--- src/rtl/pmc_pkg.sv ---
// Shared types and sizes for the PMC column-serial readout path.
package pmc_pkg;

    localparam int PMC_COLUMNS = 32;
    localparam int PMC_BITS    = 16;

    typedef enum logic [1:0] {
        IDLE    = 2'd0,
        WAITING = 2'd1,
        ACTIVE  = 2'd2
    } pmc_state_t;

endpackage

--- src/rtl/pmc_rx_shift_array.sv ---
// PMC_COLUMNS parallel PMC_BITS-deep shift registers, MSB-first, one bit per shift_en.
module pmc_rx_shift_array
    import pmc_pkg::*;
(
    input  logic                                  clk,
    input  logic                                  rst,
    input  logic                                  shift_en,
    input  logic [PMC_COLUMNS-1:0]                pm_dout,
    output logic [PMC_COLUMNS-1:0][PMC_BITS-1:0]  shreg
);

    logic [PMC_COLUMNS-1:0][PMC_BITS-1:0] shreg_q;

    always_ff @(posedge clk) begin
        if (rst) begin
            shreg_q <= '0;
        end else if (shift_en) begin
            for (int c = 0; c < PMC_COLUMNS; c++) begin
                shreg_q[c] <= {shreg_q[c][PMC_BITS-2:0], pm_dout[c]};
            end
        end
    end

    assign shreg = shreg_q;

endmodule

--- src/rtl/pmc_receiver.sv ---
// PMC readout deserializer: sh/pclk framed capture into a one-deep valid/ready word buffer.
// Optional sticky drop flag enabled by defining PMC_RECEIVER_OVERRUN_EN.
module pmc_receiver
    import pmc_pkg::*;
(
    input  logic                                  clk,
    input  logic                                  rst,
    input  logic                                  sh,
    input  logic                                  pclk,
    input  logic [PMC_COLUMNS-1:0]                pm_dout,
    output logic [PMC_COLUMNS-1:0][PMC_BITS-1:0]  data,
    output logic                                  data_valid,
    input  logic                                  data_ready,
    output logic                                  busy,
    output logic                                  overrun,
    input  logic                                  overrun_clr
);

    pmc_state_t                            state_q, state_d;
    logic [3:0]                            bit_cnt_q, bit_cnt_d;
    logic [PMC_COLUMNS-1:0][PMC_BITS-1:0]  data_q, data_d;
    logic                                  data_valid_q, data_valid_d;
    logic                                  busy_q;
    logic                                  capture, complete, drop, handshake;
    logic [PMC_COLUMNS-1:0][PMC_BITS-1:0]  shreg, word;
    logic [PMC_COLUMNS-1:0]                unused_msb;

    pmc_rx_shift_array u_shift (
        .clk      (clk),
        .rst      (rst),
        .shift_en (capture),
        .pm_dout  (pm_dout),
        .shreg    (shreg)
    );

    // The completing bit is taken straight from pm_dout so the word is ready the next cycle.
    always_comb begin
        word       = '0;
        unused_msb = '0;
        for (int c = 0; c < PMC_COLUMNS; c++) begin
            word[c]       = {shreg[c][PMC_BITS-2:0], pm_dout[c]};
            unused_msb[c] = shreg[c][PMC_BITS-1];
        end
    end

    always_comb begin
        state_d      = state_q;
        bit_cnt_d    = bit_cnt_q;
        capture      = 1'b0;
        complete     = 1'b0;
        drop         = 1'b0;
        data_d       = data_q;
        data_valid_d = data_valid_q;
        handshake    = data_valid_q && data_ready;

        case (state_q)
            IDLE: begin
                if (sh) state_d = WAITING;
            end
            WAITING: begin
                if (pclk) begin
                    capture   = 1'b1;
                    state_d   = ACTIVE;
                    bit_cnt_d = 4'd1;
                end else if (!sh) begin
                    state_d = IDLE;
                end
            end
            ACTIVE: begin
                // sh is deliberately ignored: a started word always runs to 16 bits
                if (pclk) begin
                    capture = 1'b1;
                    if (bit_cnt_q == 4'd15) begin
                        complete  = 1'b1;
                        state_d   = WAITING;
                        bit_cnt_d = 4'd0;
                    end else begin
                        bit_cnt_d = bit_cnt_q + 4'd1;
                    end
                end
            end
            default: state_d = IDLE;
        endcase

        if (complete) begin
            if (!data_valid_q || handshake) begin
                data_d       = word;
                data_valid_d = 1'b1;
            end else begin
                drop = 1'b1;
            end
        end else if (handshake) begin
            data_valid_d = 1'b0;
        end
    end

    always_ff @(posedge clk) begin
        if (rst) begin
            state_q      <= IDLE;
            bit_cnt_q    <= 4'd0;
            data_q       <= '0;
            data_valid_q <= 1'b0;
            busy_q       <= 1'b0;
        end else begin
            state_q      <= state_d;
            bit_cnt_q    <= bit_cnt_d;
            data_q       <= data_d;
            data_valid_q <= data_valid_d;
            busy_q       <= (state_d != IDLE);
        end
    end

`ifdef PMC_RECEIVER_OVERRUN_EN
    logic overrun_q;

    // A drop in the same cycle as a clear leaves the flag set.
    always_ff @(posedge clk) begin
        if (rst)              overrun_q <= 1'b0;
        else if (drop)        overrun_q <= 1'b1;
        else if (overrun_clr) overrun_q <= 1'b0;
    end

    assign overrun = overrun_q;
`else
    logic [1:0] unused_ovr;
    assign unused_ovr = {overrun_clr, drop};
    assign overrun    = 1'b0;
`endif

    assign data       = data_q;
    assign data_valid = data_valid_q;
    assign busy       = busy_q;

endmodule

--- config.mk ---
export PLATFORM = sky130hd
export DESIGN_NAME = pmc_receiver
export DESIGN_NICKNAME = d
export VERILOG_FILES = /design/src/rtl/pmc_pkg.sv /design/src/rtl/pmc_rx_shift_array.sv /design/src/rtl/pmc_receiver.sv
export SDC_FILE = /design/constraint.sdc
export NUM_CORES = 2
export LEC_CHECK = 0
export CAP_MARGIN = 20
export CORE_ASPECT_RATIO = 0.8
export CORE_MARGIN = 10
export CORE_UTILIZATION = 35
export CTS_CLUSTER_DIAMETER = 150
export DETAILED_ROUTE_END_ITERATION = 16
export PLACE_DENSITY = 0.64
export SETUP_SLACK_MARGIN = 0.15
export SKIP_LAST_GASP = 1
export SYNTH_ARGS = -nofsm -noshare
export SYNTH_HDL_FRONTEND = slang
export SYNTH_SLANG_ARGS = --single-unit
--- constraint.sdc ---
create_clock -name clk -period 1.75 [get_ports clk]
set_input_delay 0.35 -clock clk [delete_from_list [all_inputs] [get_ports clk]]
set_output_delay 0.35 -clock clk [all_outputs]
set_load 0.1 [all_outputs]
-- Word level (Yosys, flattened, before mapping)
Index checks and enable logic that the tools add are counted.
- register bits: 1000
- bits of input ports: 38
- output and inout port bits: 515
- word-level logic and storage cells: 104
- add/subtract/negate cells: 1
- eq/ne operators: 6
- mux-type cells: 18
- reduce and logical (&&, ||, !) cells: 11
- operators with widths (kind ; number):
    4-bit 2-to-1 mux ; 3
    2-bit 2-to-1 mux ; 5
    1-bit 2-to-1 mux ; 8
    4-bit one-hot mux with 2 select lines ; 1
    2-bit one-hot mux with 3 select lines ; 1
    2-bit nonzero test ; 3
    4-bit by 1-bit adder with 4-bit output (second input constant) ; 1
    4-bit == test (second input constant) ; 1
    2-bit != test (second input constant) ; 2
    2-bit AND reduction ; 2
    3-bit AND reduction ; 1
    2-bit by 1-bit == test with 1-bit output (second input constant) ; 1
    2-bit == test (second input constant) ; 1
    2-bit zero test ; 1
    2-bit by 1-bit != test with 1-bit output (second input constant) ; 1
    2-bit OR reduction ; 1
    1-bit logical AND ; 1
    1-bit zero test ; 1
    1-bit logical OR ; 1

-- Longest topological paths before layout
- depth after elaboration: 6
- mapped depth: 10
- depth with buffers taken out: 6

-- Modules after synthesis
A second synthesis with hierarchy kept.
- cell total of the unflattened synthesis: 3929
- area, all modules: 36663.9 um^2
- by module, submodules not included (module ; times used ; cells an instance ; area each (um^2) ; seq. area each (um^2)):
    pmc_rx_shift_array ; 1 ; 1650 ; 18546.5 ; 10249.8
    pmc_receiver ; 1 ; 2279 ; 18117.4 ; 10410.0

-- Worst setup path after synthesis
OpenSTA, ideal clock, no wires.
- path kind: register -> register
- start: register data_valid_q, in the netlist data_valid
- end: register data_q (netlist bit data[159])
- library setup time: 0.070 ns
- data arrival time: 2.027 ns
- data required time: 1.680 ns
- path slack: -0.347 ns
- cell stages (with the launch flop): 7
- buffers on the path: 2
- clock period less this slack: 2.097 ns
- path through: dfxtp_1 -> nand2b_1 -> nand4_1 -> buf_2 -> clkbuf_1 -> nand2_1 -> a21oi_1
- word-level cells in the longest chain between the ends: 3
- elaborated cells between the ends (all ways): 4
- those cells by class: 4 x reduce/logical
- RTL lines (element ; RTL line ; RTL):
    start: declaration ; pmc_receiver.sv:22 ; logic data_valid_q, data_valid_d;
    start signal: assignment ; pmc_receiver.sv:108 ; data_valid_q <= data_valid_d;
    1-bit zero test or 1-bit logical AND (tied branches) ; pmc_receiver.sv:86, pmc_receiver.sv:54 ;
    1-bit logical OR * ; pmc_receiver.sv:86 ; if (!data_valid_q || handshake) begin
    2-bit AND reduction (no line) * ; - ;
    end signal: assignment ; pmc_receiver.sv:107 ; data_q <= data_d;
    end: declaration ; pmc_receiver.sv:21 ; logic [PMC_COLUMNS-1:0][PMC_BITS-1:0] data_q, data_d;
Every way passes the cells marked *; elsewhere a longest branch is shown, timed or not.
A chain may end at the register's enable or synchronous reset.

-- Worst setup path in the final report
- start: register bit_cnt_q[1]
- end: register data_q (netlist bit data[90])
- word-level cells in the longest chain between the ends: 5
- RTL lines (element ; RTL line ; RTL):
    start: declaration ; pmc_receiver.sv:20 ; logic [3:0] bit_cnt_q, bit_cnt_d;
    start signal: assignment ; pmc_receiver.sv:106 ; bit_cnt_q <= bit_cnt_d;
    4-bit == test ; pmc_receiver.sv:73 ; if (bit_cnt_q == 4'd15) begin
    1-bit 2-to-1 mux ; pmc_receiver.sv:73 ;
    1-bit 2-to-1 mux ; pmc_receiver.sv:71 ; if (pclk) begin
    1-bit 2-to-1 mux ; pmc_receiver.sv:56 ; case (state_q)
    2-bit AND reduction (no line) ; - ;
No other way between the ends.

==> impl_summary.md <==
Status
The flow ran to the end, but the final reports show violations. The checks that failed: negative setup slack.

Setup path
The startpoint identified for the worst register-to-register timing path is bit_cnt_q[1]. In this design, the stage delay of the slowest critical-path cell is 350 ps. The cell repeated most along the worst path is buf_12.

The critical path goes through ha_4, and3_4, and3b_4, buf_12, buf_16, buf_12, clkbuf_16, nand2_1, a21oi_1. The data required time at the worst endpoint is 2320 ps. The cell with the largest stage delay on the worst path is dfxtp_2. The kind of critical path is register to register. The worst setup path is launched from a register.

Along the worst path, the maximum fanout reaches 11. The most critical setup path has its startpoint at bit_cnt_q[1]. For the worst setup path, the data arrival time is 2400 ps.

The worst setup path is captured at a register.

Power and ir drop
The total power per unit cell area is 840 nW/um2. The worst-case IR drop observed on VDD is 0.000684 V. The leakage power is 20.0 nW.

Synthesis
During synthesis, Yosys emitted a total of 0 warnings. The synthesized instance count is 4358. The sequential area share after synthesis is 57.9%. The average instance in the mapped netlist occupies 7.93 um2.

The count of cell types in the netlist is 34. The net count after synthesis is 4401. In the synthesized netlist the async set-or-reset flop fraction comes to 0%.

The post-synthesis register bit count is 1000. For this run, the leading register cell type out of synthesis is dfxtp_1. Summing every instance area after synthesis gives 34600 um2. The number of flops mapped to enable cells by yosys is 0.

Floorplanning
The number of rows in the core area is 103. The top-level I/O count is 553. The area inside the core boundary is 98300 um2. The die covers 112000 um2. The initial cell density of the core is 35.1%. The die extent in x is 371 um.

The die boundary height is 301 um.

Routing
The total via count after detailed routing is 31834. The detailed-route DRC error count is 0. The mean number of vias per cell is 4.98. The routed wire length is 123000 um. The residual antenna-violating net count after detailed routing is 0. The first-pass iteration count of the detailed router is 5. After the first detailed-routing iteration, the DRC count stood at 2898. The per-cell routed wire length is 19.3 um.

Clocking
The clock root buffer master is clkbuf_16. The clock input transition at the sequential cells of the worst setup and hold paths is 60 ps. The tree built by TritonCTS fans out to 1000 sinks. The number of H-tree branching levels is 3.

In this run the deepest clock path goes through 3 buffers. TritonCTS built the clock tree. The clock insertion delay at the later pin of the skew report is 660 ps.

The CTS buffer count is 100.

Timing
For the pin with the worst max-slew slack, the measured transition is 485 ps. Headroom to the max-slew limit came out at 67.3%. The final-report hold violation count was 0. The routed design could run at a clock period as short as 1830 ps.

Timing would allow up to 0.547 GHz. Setup repair after global routing could not meet its margin everywhere. The setup-violating endpoint count in the final report is 283.

Summed over all failing endpoints, the final setup total negative slack is -5380 ps. Across the routed clock network, the largest skew measured is 21.1 ps. Of the available clock period, the critical path in the final layout requires 104%. The number of pins exceeding their max-slew limit in the final report is 0. Across all setup checks in the final design, the least slack found is -77.6 ps.

Cells and area
Cells with a size suffix above 1 make up 24.1% of the layout. For this run, the share of the core covered by cells in the final layout is 56.6%. The final layout contains 5045 nets. The area growth from synthesis to layout is 61.0%.

Run
Max-cap violations in this run came to 0.

Placed design
The post-placement setup slack is -498 ps. During placement, the flow inserted port buffers numbering 550. The HPWL after detailed placement is 73100 um. The final weighted congestion in routability-driven placement is 0.781.

Global routing
The first-pass GRT wire length is 174000 um. The largest net degree at the start of global routing is 62. The initial antenna violation count came to 4. The number of global-route vias before repair is 29366. For this run the aggregate overflow at the end of global routing stands at 0. Global routing used 19.5% of the available tracks.

Worst hold path
The path type of the worst min-delay path is primary input to register. The worst hold path begins at pm_dout[7].
## through the flow
stage / area, um2 / hold slack, ps / instances / total power, W
global route: 55600 / 248 / 6394 / 0.0482
global placement: 47200 / 439 / 6045 / 0.0248
finish: 55600 / 276 / 6395 / 0.0467
floorplan: 34700 / 432 / 4358 / 0.0241
CTS: 53100 / 222 / 6316 / 0.0469
detailed placement: 47200 / 445 / 6045 / 0.0248
## cell type report
class / instances / area [um2]
Fill cell: 8131 / 42700
Sequential cell: 1000 / 20000
Timing Repair Buffer: 877 / 16800
Multi-Input combinational cell: 3019 / 13800
Clock buffer: 148 / 2960
Tap cell: 1312 / 1640
Clock inverter: 34 / 410
Inverter: 4 / 15.0
Antenna cell: 1 / 2.50
## sequential cells by signal (all words and copies together), names as in the netlist
signal         cells
busy               1
data_valid         1
bit_cnt_q          4
state_q            2
data             512
u_shift.shreg    480
## what timing repair did
action                                   CTS  global route
resized for setup                        128           321
pin swaps                                 15           125
cloned                                    50            52
endpoints found under the setup margin  1504          1510
endpoints found under the hold margin     13             0
buffers inserted                          38            27
hold buffers                               1             0
## critical path, delay by kind of cell (launching register included)
kind	cells	cell delay, ps
buffers and inverters	4	580
AND/OR/NAND/NOR	3	530
flip-flops	1	350
adder cells (fa/ha/maj)	1	130
AO/OA/AOI/OAI	1	130
## logic make-up (layout without fill, tap and decap cells)
kind of cell	after synthesis	count (layout)	synth area share [%]
simple gates	2006	2006	21.9
compound gates	1006	1006	14.6
flops	1000	1000	57.9
buf+inv	339	1063	5.33
fa+ha+maj	5	5	0.181
other cells	1	2	0.0109
mux	1	1	0.0290
## path summary, 6_finish.rpt
kind / cells after the start / slack, ps / end
setup reg to reg: 9 / -80 / data[90]
hold / removal: 3 / 280 / u_shift.shreg[112]
setup / recovery: 9 / -80 / data[90]
hold reg to reg: 2 / 450 / data[463]
## synthesized netlist by cell type (all sizes together) (3+ instances only)
library cell	count	area share (%)
dfxtp	1000	58
clkbuf	178	1.9
nand4	3	0.054
a21oi	996	14
buf	157	3.3
nand2	1987	22
inv	4	0.043
nor2	6	0.065
o21ai	3	0.043
ha	5	0.18
## layer usage
layer / wire length (um) / global-route usage (%)
met2: 55400 / 29.9
met5: 22 / 0
met1: 52500 / 25.4
met4: 4220 / 6.79
met3: 11000 / 6.56
## report_power, final
part,internal [W],switching [W]
clock,0.0126,0.00922
combinational,0.000848,0.00119
sequential,0.0228,0.0000394
## layout by cell type (no fill, tap or decap), drive strengths merged
cell	n
nand2	1987
a222oi	1
and3b	1
nand4	3
buf	789
a2bb2oi	1
a21oi	996
dfxtp	1000
nand3b	1
clkdlybuf4s50	35
bufbuf	12
a311oi	1
and2	1
nor2	6
clkbuf	188
conb	1
mux2i	1
or2	1
clkinvlp	1
a32oi	1
clkinv	24
bufinv	6
diode	1
dlygate4sd3	1
nor2b	1
a22oi	1
ha	5
o21a	1
nor3	1
and3	1
nand3	1
inv	7
o21ai	3
nand2b	1
a21o	1
nor4	1
No activity file was read; power rests on OpenSTA's default activity.
